File: config.mk
export PLATFORM = sky130hd
export DESIGN_NAME = rgb_avg_filter
export DESIGN_NICKNAME = d
export VERILOG_FILES = /design/src/rtl/rgb_avg_filter.sv
export SDC_FILE = /design/constraint.sdc
export NUM_CORES = 1
export LEC_CHECK = 0
export BUFFER_PORTS_ARGS = -buffer_cell sky130_fd_sc_hd__buf_4
export CAP_MARGIN = 40
export CORE_MARGIN = 2
export CORE_UTILIZATION = 56
export DETAILED_ROUTE_END_ITERATION = 16
export GPL_TIMING_DRIVEN = 0
export MAX_ROUTING_LAYER = met4
export PLACE_DENSITY = 0.83
export SETUP_SLACK_MARGIN = 0.05
export SYNTH_ARGS = -nofsm -noshare
export SYNTH_HDL_FRONTEND = slang
export SYNTH_SLANG_ARGS = --single-unit
File: constraint.sdc
create_clock -name sys_clk -period 5.95 [get_ports sys_clk]
set_clock_uncertainty 0.1 [all_clocks]
set_input_delay 0.595 -clock sys_clk [delete_from_list [all_inputs] [get_ports sys_clk]]
set_output_delay 0.595 -clock sys_clk [all_outputs]
set_load 0.01 [all_outputs]
File: src/rtl/rgb_avg_filter.sv
// Sliding-window RGB averager with a one-cycle update strobe for the WS2812 path.
// Define RGB_HYST_EN to suppress updates whose per-channel change is below THRESH.
module rgb_avg_filter #(
    parameter int unsigned DEPTH_LOG2 = 2,
    parameter int unsigned THRESH     = 8
) (
    input  logic       sys_clk,
    input  logic       sys_rst,
    input  logic       clr,
    input  logic       in_valid,
    input  logic [7:0] in_r,
    input  logic [7:0] in_g,
    input  logic [7:0] in_b,
    output logic [7:0] out_r,
    output logic [7:0] out_g,
    output logic [7:0] out_b,
    output logic       out_valid
);

    localparam int unsigned WIN = 1 << DEPTH_LOG2;
    localparam int unsigned SW  = 8 + DEPTH_LOG2;

    localparam logic [DEPTH_LOG2:0]   WIN_CNT  = (DEPTH_LOG2 + 1)'(WIN);
    localparam logic [DEPTH_LOG2:0]   FILL_ONE = 1;
    localparam logic [DEPTH_LOG2-1:0] WPTR_ONE = 1;

    localparam logic ST_FILL = 1'b0;
    localparam logic ST_RUN  = 1'b1;

    logic [7:0]            in_ch   [3];
    logic [7:0]            old_ch  [3];
    logic [7:0]            avg     [3];
    logic [7:0]            buf_mem [3][WIN];
    logic [SW-1:0]         sum_q   [3];
    logic [SW-1:0]         sum_d   [3];
    logic [DEPTH_LOG2-1:0] wptr;
    logic [DEPTH_LOG2:0]   fill_cnt;
    logic                  s1_valid;
    logic                  state;
    logic                  state_next;
    logic                  upd;
    logic                  big_change;

    assign in_ch[0] = in_r;
    assign in_ch[1] = in_g;
    assign in_ch[2] = in_b;

    // Sum is updated with the slot being overwritten, so it always equals the window total.
    always_comb begin
        for (int c = 0; c < 3; c++) begin
            old_ch[c] = buf_mem[c][wptr];
            sum_d[c]  = sum_q[c] + SW'(in_ch[c]) - SW'(old_ch[c]);
            avg[c]    = 8'(sum_q[c] >> DEPTH_LOG2);
        end
    end

    always_ff @(posedge sys_clk or posedge sys_rst) begin
        if (sys_rst) begin
            for (int c = 0; c < 3; c++) begin
                for (int i = 0; i < WIN; i++) begin
                    buf_mem[c][i] <= '0;
                end
                sum_q[c] <= '0;
            end
            wptr     <= '0;
            fill_cnt <= '0;
            s1_valid <= 1'b0;
        end else if (clr) begin
            for (int c = 0; c < 3; c++) begin
                for (int i = 0; i < WIN; i++) begin
                    buf_mem[c][i] <= '0;
                end
                sum_q[c] <= '0;
            end
            wptr     <= '0;
            fill_cnt <= '0;
            s1_valid <= 1'b0;
        end else begin
            s1_valid <= in_valid;
            if (in_valid) begin
                for (int c = 0; c < 3; c++) begin
                    buf_mem[c][wptr] <= in_ch[c];
                    sum_q[c]         <= sum_d[c];
                end
                wptr <= wptr + WPTR_ONE;
                if (fill_cnt != WIN_CNT) begin
                    fill_cnt <= fill_cnt + FILL_ONE;
                end
            end
        end
    end

`ifdef RGB_HYST_EN
    logic [7:0] out_ch [3];
    logic [8:0] diff   [3];
    logic [8:0] mag    [3];

    assign out_ch[0] = out_r;
    assign out_ch[1] = out_g;
    assign out_ch[2] = out_b;

    // 9-bit signed difference cannot wrap for 8-bit operands.
    always_comb begin
        big_change = 1'b0;
        for (int c = 0; c < 3; c++) begin
            diff[c] = {1'b0, avg[c]} - {1'b0, out_ch[c]};
            mag[c]  = diff[c][8] ? (9'd0 - diff[c]) : diff[c];
            if (32'(mag[c]) >= THRESH) begin
                big_change = 1'b1;
            end
        end
    end
`else
    assign big_change = 1'b1;
`endif

    always_comb begin
        state_next = state;
        upd        = 1'b0;
        if (s1_valid) begin
            case (state)
                ST_FILL: begin
                    if (fill_cnt == WIN_CNT) begin
                        upd        = 1'b1;
                        state_next = ST_RUN;
                    end
                end
                default: upd = big_change;
            endcase
        end
    end

    // clr discards any stage-1 decision but keeps the last presented colour.
    always_ff @(posedge sys_clk or posedge sys_rst) begin
        if (sys_rst) begin
            state     <= ST_FILL;
            out_r     <= '0;
            out_g     <= '0;
            out_b     <= '0;
            out_valid <= 1'b0;
        end else if (clr) begin
            state     <= ST_FILL;
            out_valid <= 1'b0;
        end else begin
            state     <= state_next;
            out_valid <= upd;
            if (upd) begin
                out_r <= avg[0];
                out_g <= avg[1];
                out_b <= avg[2];
            end
        end
    end

endmodule

==> qor.yml <==
status: "finished, final reports clean"
synth_edf_count: 0
clockRootBuffer: "clkbuf_16"
rows: 45
ir_worst_vdd_mv: 0.256
port_buffers: 51
critPathArrivalTime_ns: 4.50
p_per_area_nw_per_um2: 377
leakagePower_uw: 0.00475
fillerInstances: 1127
globalRouteOverflowTotal: 0
drv_cap: 0
yosys_most_used_dff: "dfrtp_1"
first_iter_violations: 691
netlist_area_um2: 8750
synth_compound_area_share_pct: 10.1
fin_area_um2: 10100
cts_sinks: 158
synthXorXnorAreaFrac_pct: 2.10
muxShareOfSynthArea_pct: 11.7
syn_to_final_growth_pct: 15.0
die_w_um: 129
cts_tree: "built"
synth_common_cells: "nand2_1 (212), dfrtp_1 (158), a21oi_1 (110)"
synth_fa_ha_area_share_pct: 10.6
worstMarginPinSlew_ns: 0.690
syn-num-nets: 985
cts-htree-levels: 4
post_cts_buffers: 0
hold_violations: 0
dp.cells: 1160
min_period_over_period_pct: 72.0
rsz0062_at_grt: "no"
cts_max_path_buffers: 2
grt_pass1_vias: 6867
remaining_drc_errors: 0
dieArea_um2: 16600
die_h_um: 129
crit_path_start_kind: "flip-flop"
path_clk_slew_ns: 0.06
yosysSeqAreaShare_pct: 45.2
vias_per_cell: 5.66
criticalPathCategory: "flip-flop to flip-flop"
yosys.area.top_type: "dfrtp_1"
antenna_cells: 0
yosysWarnings: 0
ioPinCount: 53
timing.final.crit_period_ns: 4.28
synth_simple_gate_area_share_pct: 13.6
finalNetCount: 1056
grt_start_max_net_pins: 87
syn_area_per_cell_um2: 9.75
drive_gt1_share_pct: 15.7
vias: 6742
cts-buffers-inserted: 17
synth_top_area_share_pct: 45.2
setup_viol: 0
core_area_um2: 15300
synth_top_family_by_area: "simple AND/OR/NAND/NOR gates"
ys_seq_elements: 158
hold_buffers: 0
timing.fmax_mhz: 234
synthArstFlopShare_pct: 100
place_area_um2: 9430
finalNonFillerCells: 1192
gp_congestion: 0.879
hpwl_mm: 14.7
yosysUniqueCellTypes: 50
syn_inst: 897
end_kind: "flip-flop"
grt_usage_pct: 27.8
antenna_found_initial: 0
worstPathMaxFanout: 10
antenna_left: 0
drv_slew: 0
first_pass_iters: 7
crit_required_ns: 6.17
initial_core_util_pct: 57.3
grt_pass1_wl_mm: 34.2
yosysMostFrequentCell: "nand2_1"
synthTopCellsByArea: "dfrtp_1 (45%), nand2_1 (9.1%), a21oi_1 (6.3%), mux4_2 (6.2%), fa_1 (5.5%)"
hold-worst-slack_ns: 0.147
clk_latency_ns: 0.45
finalWirelength_mm: 20.8
wl_per_cell_um: 17.4
hold_path_class: "primary input to async pin"
max_slew_margin_pct: 54.0
cts_resized: 0
-- cells in the final DEF, fill, tap and decap left out, types with 8 or more instances in the layout --
master	instances
clkbuf_1	37
inv_1	103
clkbuf_16	17
buf_2	10
fa_1	24
mux2_2	24
xnor2_1	17
a21o_1	8
a21oi_1	110
ha_1	36
mux2i_1	19
buf_4	51
nand2_1	212
dfrtp_1	158
mux4_2	24
o21ai_0	8
nor2_1	29
-- state kept, by name, indices dropped and copies added, names as in the netlist --
signal,count
avg,24
buf_mem,96
fill_cnt,3
out_b,8
out_g,8
out_r,8
out_valid,1
s1_valid,1
state,1
sum_q,6
wptr,2
-- stage by stage --
step	setup slack (ns)	utilization, %	setup TNS (ns)	total power, uW
floorplan	0.992	-	0	2310
global placement	-0.760	61.6	-118.48	2540
detailed placement	1.75	61.8	0	2600
CTS	1.70	65.9	0	3780
global route	1.50	65.9	0	4010
finish	1.67	65.9	0	3790
-- worst max-delay path, stage by stage, from the launching register on --
cell and delay (ns):
dfrtp_1 0.38, clkbuf_1 0.37, clkbuf_1 0.57, mux4_2 0.45, fa_1 0.54, inv_1 0.07
ha_1 0.29, a21o_1 0.20, nand4_1 0.09, nand3_1 0.18, a311oi_2 0.32, mux2i_1 0.25
mux2_1 0.34
-- path summary, 6_finish.rpt --
check	slack [ns]	from	to	depth (start not counted)
max in group asynchronous	4.73	sys_rst	avg[2]$_DFFE_PP0P_	3
worst min-delay path	0.15	sys_rst	buf_mem[90]$_DFFE_PP0P_	2
worst max register to register	1.67	wptr[1]$_DFFE_PP0P_	avg[23]$_DFFE_PP0P_	12
min in group sys_clk	0.33	in_b[3]	buf_mem[27]$_DFFE_PP0P_	3
worst min register to register	0.41	out_g[0]$_DFFE_PP0P_	out_g[0]$_DFFE_PP0P_	1
worst max-delay path	1.67	wptr[1]$_DFFE_PP0P_	avg[23]$_DFFE_PP0P_	12
-- area by class of cell --
class | instances | area [um2] | area share [%]
clock inverter | 10 | 149 | 1.48
tap | 211 | 264 | 2.62
multi-input combinational | 585 | 4200 | 41.8
inverter | 104 | 395 | 3.93
timing repair buffer | 52 | 410 | 4.08
buffer | 50 | 200 | 1.99
sequential | 158 | 3950 | 39.3
clock buffer | 22 | 484 | 4.81
-- routing by layer --
layer,vias up,global-route usage (%),wire (um)
met5,-,-,0
met4,0,12.0,547
met3,56,5.99,1470
met2,288,43.3,10100
met1,3308,35.5,8590
li1,3090,-,-
-- cell families after synthesis --
logic type,Yosys count
adders and majority gates,60
AOI/OAI and AO/OA,153
and+or+nand+nor,282
muxes,69
DFF,158
buffers and inverters,154
xor gates and xnor gates,21
-- report_power, final --
group / internal [uW] / total, uW / leakage [uW] / switching [uW]
combinational: 595 / 1350 / 0.00228 / 753
clock: 710 / 1170 / 0.000304 / 456
sequential: 1190 / 1280 / 0.00216 / 90.2
Power figures use the tool's default switching activity.
